File: config.mk
export PLATFORM = sky130hd
export DESIGN_NAME = amp_i2c_master
export DESIGN_NICKNAME = d
export VERILOG_FILES = /design/src/rtl/amp_i2c_master.sv
export SDC_FILE = /design/constraint.sdc
export NUM_CORES = 1
export LEC_CHECK = 0
export CORE_ASPECT_RATIO = 0.6
export CORE_UTILIZATION = 54
export CTS_CLUSTER_DIAMETER = 60
export DETAILED_ROUTE_END_ITERATION = 10
export MAX_ROUTING_LAYER = met4
export PLACE_DENSITY = 0.88
export SYNTH_ARGS = -nofsm -noshare
export SYNTH_HDL_FRONTEND = slang
export SYNTH_SLANG_ARGS = --single-unit
File: constraint.sdc
create_clock -name clk -period 3.6 [get_ports clk]
set_input_delay 1.08 -clock clk [delete_from_list [all_inputs] [get_ports clk]]
set_output_delay 1.08 -clock clk [all_outputs]
set_load 0.02 [all_outputs]
File: src/rtl/amp_i2c_master.sv
// Byte-oriented I2C master for the amplifier control bus: one single-register
// write or read per accepted request, SDA driven open-drain through sdaoe.
module amp_i2c_master #(
   parameter int CLK_DIV = 16
) (
   input  logic       clk,
   input  logic       reset,
   input  logic       start,
   input  logic       rw,
   input  logic [6:0] dev_addr,
   input  logic [7:0] reg_addr,
   input  logic [7:0] wr_data,
   output logic [7:0] rd_data,
   output logic       busy,
   output logic       done,
   output logic       ack_err,
   output logic       scl,
   input  logic       sdai,
   output logic       sdao,
   output logic       sdaoe
);

   localparam int CW = (CLK_DIV > 2) ? $clog2(CLK_DIV) : 1;
   localparam logic [CW-1:0] CNT_LAST = CW'(CLK_DIV - 1);
   localparam logic [CW-1:0] CNT_ONE  = CW'(1);

   typedef enum logic [3:0] {
      S_IDLE   = 4'd0,
      S_START  = 4'd1,
      S_ADDR_W = 4'd2,
      S_REG    = 4'd3,
      S_WDATA  = 4'd4,
      S_RSTART = 4'd5,
      S_ADDR_R = 4'd6,
      S_RDATA  = 4'd7,
      S_STOP   = 4'd8
   } state_t;

   state_t          state_q, state_d;
   logic [CW-1:0]   cnt_q, cnt_d;
   logic [1:0]      qtr_q, qtr_d;
   logic [3:0]      bit_q, bit_d;
   logic            rw_q, rw_d;
   logic [6:0]      dev_q, dev_d;
   logic [7:0]      reg_q, reg_d;
   logic [7:0]      wdat_q, wdat_d;
   logic [7:0]      rx_q, rx_d;
   logic            samp_q, samp_d;
   logic [7:0]      rd_data_q, rd_data_d;
   logic            busy_q, busy_d;
   logic            done_q, done_d;
   logic            ack_err_q, ack_err_d;
   logic            scl_q, scl_d;
   logic            sdaoe_q, sdaoe_d;
   logic            sync1_q, sync2_q;
   logic [7:0]      tx_byte;
   logic            tick;

   // Bus levels {scl, sdaoe} for a given state, quarter and bit position.
   function automatic logic [1:0] bus_levels(input state_t st, input logic [1:0] qtr,
                                             input logic [3:0] bitn, input logic [7:0] tx);
      logic [1:0] lv;
      logic       scl_hi;
      scl_hi = qtr[0] ^ qtr[1];
      case (st)
         S_IDLE: lv = 2'b10;
         S_START, S_RSTART: begin
            case (qtr)
               2'd0:    lv = 2'b00;
               2'd1:    lv = 2'b10;
               2'd2:    lv = 2'b11;
               default: lv = 2'b01;
            endcase
         end
         S_STOP: begin
            case (qtr)
               2'd0:    lv = 2'b01;
               2'd1:    lv = 2'b11;
               default: lv = 2'b10;
            endcase
         end
         S_RDATA: lv = {scl_hi, 1'b0};
         default: lv = {scl_hi, (bitn < 4'd8) ? ~tx[3'd7 - bitn[2:0]] : 1'b0};
      endcase
      return lv;
   endfunction

   assign tick    = (cnt_q == CNT_LAST);
   assign rd_data = rd_data_q;
   assign busy    = busy_q;
   assign done    = done_q;
   assign ack_err = ack_err_q;
   assign scl     = scl_q;
   assign sdaoe   = sdaoe_q;
   assign sdao    = 1'b0;

   // SDA input synchronizer.
   always_ff @(posedge clk) begin
      if (reset) begin
         sync1_q <= 1'b1;
         sync2_q <= 1'b1;
      end else begin
         sync1_q <= sdai;
         sync2_q <= sync1_q;
      end
   end

   // Sequencer next-state, sampling and output-level computation.
   always_comb begin
      state_d   = state_q;
      cnt_d     = cnt_q;
      qtr_d     = qtr_q;
      bit_d     = bit_q;
      rw_d      = rw_q;
      dev_d     = dev_q;
      reg_d     = reg_q;
      wdat_d    = wdat_q;
      rx_d      = rx_q;
      samp_d    = samp_q;
      rd_data_d = rd_data_q;
      busy_d    = busy_q;
      done_d    = 1'b0;
      ack_err_d = ack_err_q;
      tx_byte   = 8'h00;

      if (state_q == S_IDLE) begin
         cnt_d = {CW{1'b0}};
         qtr_d = 2'd0;
         bit_d = 4'd0;
         if (start) begin
            rw_d      = rw;
            dev_d     = dev_addr;
            reg_d     = reg_addr;
            wdat_d    = wr_data;
            ack_err_d = 1'b0;
            busy_d    = 1'b1;
            state_d   = S_START;
         end else begin
            busy_d = 1'b0;
         end
      end else begin
         cnt_d = tick ? {CW{1'b0}} : cnt_q + CNT_ONE;
         qtr_d = tick ? qtr_q + 2'd1 : qtr_q;

         // Sample on the last cycle of q2: data bits in RDATA, ACK slot elsewhere.
         if (tick && qtr_q == 2'd2) begin
            if (state_q == S_RDATA && bit_q != 4'd8) begin
               rx_d = {rx_q[6:0], sync2_q};
            end else if (bit_q == 4'd8) begin
               samp_d = sync2_q;
            end else begin
               samp_d = samp_q;
            end
         end else begin
            samp_d = samp_q;
         end

         if (tick && qtr_q == 2'd3) begin
            case (state_q)
               S_START:  state_d = S_ADDR_W;
               S_RSTART: state_d = S_ADDR_R;
               S_STOP: begin
                  state_d = S_IDLE;
                  busy_d  = 1'b0;
                  done_d  = 1'b1;
                  if (rw_q && !ack_err_q) begin
                     rd_data_d = rx_q;
                  end else begin
                     rd_data_d = rd_data_q;
                  end
               end
               default: begin
                  if (bit_q != 4'd8) begin
                     bit_d = bit_q + 4'd1;
                  end else begin
                     bit_d = 4'd0;
                     if (samp_q && state_q != S_RDATA) begin
                        ack_err_d = 1'b1;
                        state_d   = S_STOP;
                     end else begin
                        case (state_q)
                           S_ADDR_W: state_d = S_REG;
                           S_REG:    state_d = rw_q ? S_RSTART : S_WDATA;
                           S_ADDR_R: state_d = S_RDATA;
                           default:  state_d = S_STOP;
                        endcase
                     end
                  end
               end
            endcase
         end else begin
            state_d = state_q;
         end
      end

      case (state_d)
         S_ADDR_W: tx_byte = {dev_q, 1'b0};
         S_REG:    tx_byte = reg_q;
         S_WDATA:  tx_byte = wdat_q;
         S_ADDR_R: tx_byte = {dev_q, 1'b1};
         default:  tx_byte = 8'h00;
      endcase

      // Output levels follow the next state so scl/sdaoe stay aligned with it.
      {scl_d, sdaoe_d} = bus_levels(state_d, qtr_d, bit_d, tx_byte);
   end

   // State and output registers.
   always_ff @(posedge clk) begin
      if (reset) begin
         state_q   <= S_IDLE;
         cnt_q     <= {CW{1'b0}};
         qtr_q     <= 2'd0;
         bit_q     <= 4'd0;
         rw_q      <= 1'b0;
         dev_q     <= 7'h00;
         reg_q     <= 8'h00;
         wdat_q    <= 8'h00;
         rx_q      <= 8'h00;
         samp_q    <= 1'b0;
         rd_data_q <= 8'h00;
         busy_q    <= 1'b0;
         done_q    <= 1'b0;
         ack_err_q <= 1'b0;
         scl_q     <= 1'b1;
         sdaoe_q   <= 1'b0;
      end else begin
         state_q   <= state_d;
         cnt_q     <= cnt_d;
         qtr_q     <= qtr_d;
         bit_q     <= bit_d;
         rw_q      <= rw_d;
         dev_q     <= dev_d;
         reg_q     <= reg_d;
         wdat_q    <= wdat_d;
         rx_q      <= rx_d;
         samp_q    <= samp_d;
         rd_data_q <= rd_data_d;
         busy_q    <= busy_d;
         done_q    <= done_d;
         ack_err_q <= ack_err_d;
         scl_q     <= scl_d;
         sdaoe_q   <= sdaoe_d;
      end
   end

endmodule

## After elaboration in Yosys (flattened, before gate mapping)

Cells that the tools add are included.

- Word-level logic and storage cells: 109
- Bits of input ports: 28
- Register bits after elaboration: 62

- Order comparisons: 2
- Reduce and logical (&&, ||, !) cells: 22
- Eq/ne operators: 26
- Add/sub/neg operators: 4
- Bitwise operators: 5
- Muxes and demuxes: 32

Operator list:

| cell | count |
|---|---|
| $mux W4 | 9 |
| $pmux W8 S4 | 1 |
| $eq A4 B3 Y1 const B | 7 |
| $pmux W4 S3 | 2 |
| $eq A4 B2 Y1 const B | 4 |
| $eq A4 B4 Y1 const B | 4 |
| $mux W1 | 14 |
| $reduce_or A3 Y1 | 3 |
| $add A4 B1 Y4 const B | 2 |
| $eq A4 B1 Y1 const B | 2 |
| $logic_not A4 Y1 | 2 |
| $pmux W2 S4 | 1 |
| $reduce_and A4 Y1 | 2 |
| $eq A2 B2 Y1 const B | 3 |
| $pmux W2 S3 | 1 |
| $reduce_bool A2 Y1 | 3 |
| $logic_and A1 B1 Y1 | 5 |
| $reduce_and A5 Y1 | 1 |
| $lt A3 B4 Y1 const B | 1 |
| $lt A4 B4 Y1 const B | 1 |
| $mux W2 | 2 |
| $ne A2 B2 Y1 const B | 2 |
| $ne A4 B3 Y1 const B | 1 |
| $ne A4 B4 Y1 const B | 1 |
| 13 further kinds | 17 |

## Longest topological paths before layout

- Word-level depth: 14
- Gate-level depth with buffers: 13
- Mapped depth without buffers: 12

## Worst setup path after synthesis

No wires, ideal clock.

- Kind: in2reg
- Start: in start
- End: reg sdaoe_q, in the netlist sdaoe
- Data required time: 3475 ps
- Stages: 8
- Setup slack: 1026 ps
- Data arrival time: 2449 ps
- Cell sequence: nand2_2 and4_4 buf_6 nor4b_4 a22oi_1 nand3_1 nand3_1 o41a_1

- Cells in the longest elaborated chain, start to end: 9

RTL lines:

| what | RTL line | text |
|---|---|---|
| start, declared | 8 | `input logic start,` |
| $mux W4 (*) | 130 | `if (start) begin` |
| $mux W4 (*) | 126 | `if (state_q == S_IDLE) begin` |
| $eq A4 B3 Y1 / $eq A4 B2 Y1 (equally long branches) | 196 | `case (state_d)` |
| $pmux W8 S4 | 196 |  |
| $bmux W1 S3 | 83 | `default: lv = {scl_hi, (bitn < 4'd8) ? ~tx[3'd7 - bitn[2:0]] : 1'b0};` |
| $mux W1 (implied by the code) | 83 |  |
| $not A1 Y1 | 83 |  |
| $mux W1 | 83 |  |
| $pmux W2 S4 (*) | 65 | `case (st)` |
| end signal, assigned | 243 | `sdaoe_q <= sdaoe_d;` |
| end, declared | 54 | `logic sdaoe_q, sdaoe_d;` |

Mark *: on every way between the ends. The rest lies on a longest branch, timed or not. The select of a mux whose other input is x is not followed.
A chain may end at the register's enable or synchronous reset.

## Worst setup path after layout

- Start: reg bit_q[0]
- End: reg sdaoe_q, in the netlist sdaoe

- Cells in the longest elaborated chain, start to end: 12

RTL lines:

| what | RTL line | text |
|---|---|---|
| start, declared | 42 | `logic [3:0] bit_q, bit_d;` |
| start signal, assigned | 231 | `bit_q <= bit_d;` |
| branches (longest 11 deep; another with $add A4 B1 Y4) | n/a |  |
| $pmux W2 S4 (*) | 65 |  |

Mark *: on every way between the ends. The select of a mux whose other input is x is not followed.

==> impl_metrics.tcl <==
set metrics [dict create \
    status "completed" \
    worstMarginPinSlew_ns 0.749 \
    antenna_cells 0 \
    fmax_mhz 323 \
    cts_resized 0 \
    root_buffer "clkbuf_8" \
    hold_buffers 0 \
    critical_path.slowest_cell "nor3_1" \
    first_global_vias 2389 \
    io_pins 42 \
    ys.flop_type "dfxtp_1" \
    rsz0062_at_grt "false" \
    power.internal_mw 1.12 \
    critPathLaunchType "flop" \
    synth_edf_count 0 \
    syn_avg_cell_area_um2 8.29 \
    avgViaCountPerCell 5.81 \
    clock_skew_ns 0.00875 \
    syn2layout_area_growth_pct 21.1 \
    post_cts_buffers 0 \
    fin_cells 463 \
    synth-compound-area-share 0.143 \
    period_share 0.859 \
    powerDensity_nw_per_um2 424 \
    die_x_um 97.6 \
    finalSetupViolations 0 \
    hpwl_mm 5.16 \
    slew_headroom 0.497 \
    yosysUniqueCellTypes 58 \
    cp.required_ns 3.84 \
    core_area_um2 5150 \
    cp_common_cell "a211oi_1" \
    worstPathArrival_ns 3.33 \
    crit_path_max_fanout 9 \
    fin_crit_ns 3.09 \
    die_area_um2 5790 \
    post-route-drc-count 0 \
    portBuffers 40 \
    drv_slew 0 \
    cts_sinks 62 \
    critPathCaptureType "flop" \
    netlist_instances 357 \
    timing.max_cap.violations 0 \
    mostFrequentLayoutCell "nand2_1" \
    ir_worst_vdd_uv 393 \
    cts_tree "yes" \
    finalWirelength_mm 7.09 \
    dp.cells 447 \
    crit_type "flop to flop" \
    cts_buffers 9 \
    synthMuxAreaShare 0.0647 \
    drtAntennaViolNets 0 \
    path_cells "inv_1, ha_1, and3b_1, nand2_2, a222oi_1, buf_4, nor3_1, a221oi_1, a211oi_1, a211oi_1, o41a_1" \
    grt_pass1_wl_mm 11.8 \
    clock_latency_ns 0.35 \
    clockBufferDepth 2 \
    synthAdderAreaFrac 0.0381 \
    yosysSeqAreaShare 0.419 \
    drive_gt1_frac 0.103 \
    min_path_type "flop to flop" \
    dr.pass1.iters 5 \
    place_congestion 0.960 \
    pwr-share-comb 0.102 \
    synthesis.area_um2 2960 \
    ys_warn_count 0 \
    synth_top_area_share 0.419 \
    htree_levels 3 \
    cp_slowest_stage_delay_ns 0.64 \
    synth-xor-area-share 0.00888 \
    antenna_found_initial 0 \
    path_clk_slew_ns 0.07 \
    yosys.area.top_type "dfxtp_1" \
    pwr-share-clk 0.414 \
    tns_ns 0 \
    initial_utilization 0.574 \
    layout.nets 429 \
    synth_top_family_by_area "simple AND/OR/NAND/NOR gates" \
    gr-total-overflow 0 \
    grt_max_degree 42 \
    ys_ff_latch 62 \
    synth-simple-area-share 0.274 \
    grt.total_usage 0.277 \
    swShare 0.261 \
    crit_family "simple AND/OR/NAND/NOR gates" \
    initialDrtViolationCount 270 \
    async_reset_ff_frac 0 \
    via_count 2691 \
    floorplan.rows 20 \
    ys_top_cells_by_area "dfxtp_1 42%, nand2_1 8.1%, mux2i_1 6.1%" \
    die_y_um 59.3 \
    cp_num_buf_inv 2 \
    finalHoldViolations 0 \
    routedWlPerCell_um 15.3 \
    final_cell_mix "64 x nand2_1, 62 x dfxtp_1, 40 x nor2_1" \
    pwr-share-seq 0.484 \
    leakagePower_nw 1.38 \
    syn-num-nets 394 \
    switchingPower_mw 0.396 \
]
cell usage after synthesis (3+ instances only):
cell	instances
clkbuf_1	16
nor3b_1	3
mux2i_1	18
nand3_1	13
and3_1	4
nand2_1	64
o21ai_0	8
ha_1	9
nand4_1	6
a21oi_1	32
buf_4	3
buf_2	3
dfxtp_1	62
inv_1	8
a221oi_1	3
or2_2	5
nor2_1	40
a22oi_1	4
nor3_1	7
sequential cells by signal (all words and copies together) (netlist names), 2 cells and up:
signal,count
bit_q,4
cnt_q,4
dev_q,7
qtr_q,2
rd_data,8
reg_q,8
rx_q,8
state_q,4
wdat_q,8
per-layer routing:
metal | GRT usage | share of wire
met4 | 0.0840 | 0.017
met1 | 0.381 | 0.48
met3 | 0.110 | 0.11
met5 | - | 0
met2 | 0.369 | 0.39
worst register-to-register path: stages, from the launching register on:
cell,delay [ns]
dfxtp_1,0.41
inv_1,0.07
ha_1,0.21
and3b_1,0.31
nand2_2,0.12
a222oi_1,0.09
buf_4,0.20
nor3_1,0.64
a221oi_1,0.21
a211oi_1,0.33
a211oi_1,0.09
o41a_1,0.31
cell type report:
class                      count  area (um2)
tap                           66        82.6
clock buffer                  10         138
timing repair buffer          48         455
multi-input combinational    263        1570
inverter                       8        30.0
clock inverter                 6        70.1
fill                         416        1570
sequential                    62        1240
cells by family after synthesis:
logic type	count (synthesis)
AOI/OAI and AO/OA	67
xor gates and xnor gates	3
muxes	19
other	1
DFF	62
buffers and inverters	32
and+or+nand+nor	164
adders and majority gates	9
path summary, 6_finish.rpt:
kind                            startpoint       to  slack, ns  cells past startpoint
worst max-delay path              bit_q[0]    sdaoe       0.51                     11
worst max register to register    bit_q[0]    sdaoe       0.51                     11
worst min register to register     sync1_q  sync2_q       0.42                      1
worst min-delay path               sync1_q  sync2_q       0.42                      1
power groups by stage:
stage / Combinational, mW / Sequential, mW / Clock (mW)
after floorplan: 0.105 / 0.742 / 0
after global placement: 0.151 / 0.748 / 0
after detailed placement: 0.154 / 0.749 / 0
after CTS: 0.155 / 0.734 / 0.637
after global routing: 0.173 / 0.737 / 0.674
final: 0.156 / 0.735 / 0.629
through the flow:
step           total power [mW]  worst slack [ns]  cell area, um2   util  hold WS [ns]
4_1_cts                    1.53             0.595            3580  0.695         0.424
3_5_place_dp              0.904             0.403            3380  0.655         0.404
6_report                   1.52             0.507            3580  0.695         0.422
3_3_place_gp              0.899             0.488            3380  0.655         0.402
5_1_grt                    1.58             0.280            3580  0.695         0.444
2_1_floorplan             0.847              1.03            2960      -         0.389
No activity file was read; power rests on OpenSTA's default activity.
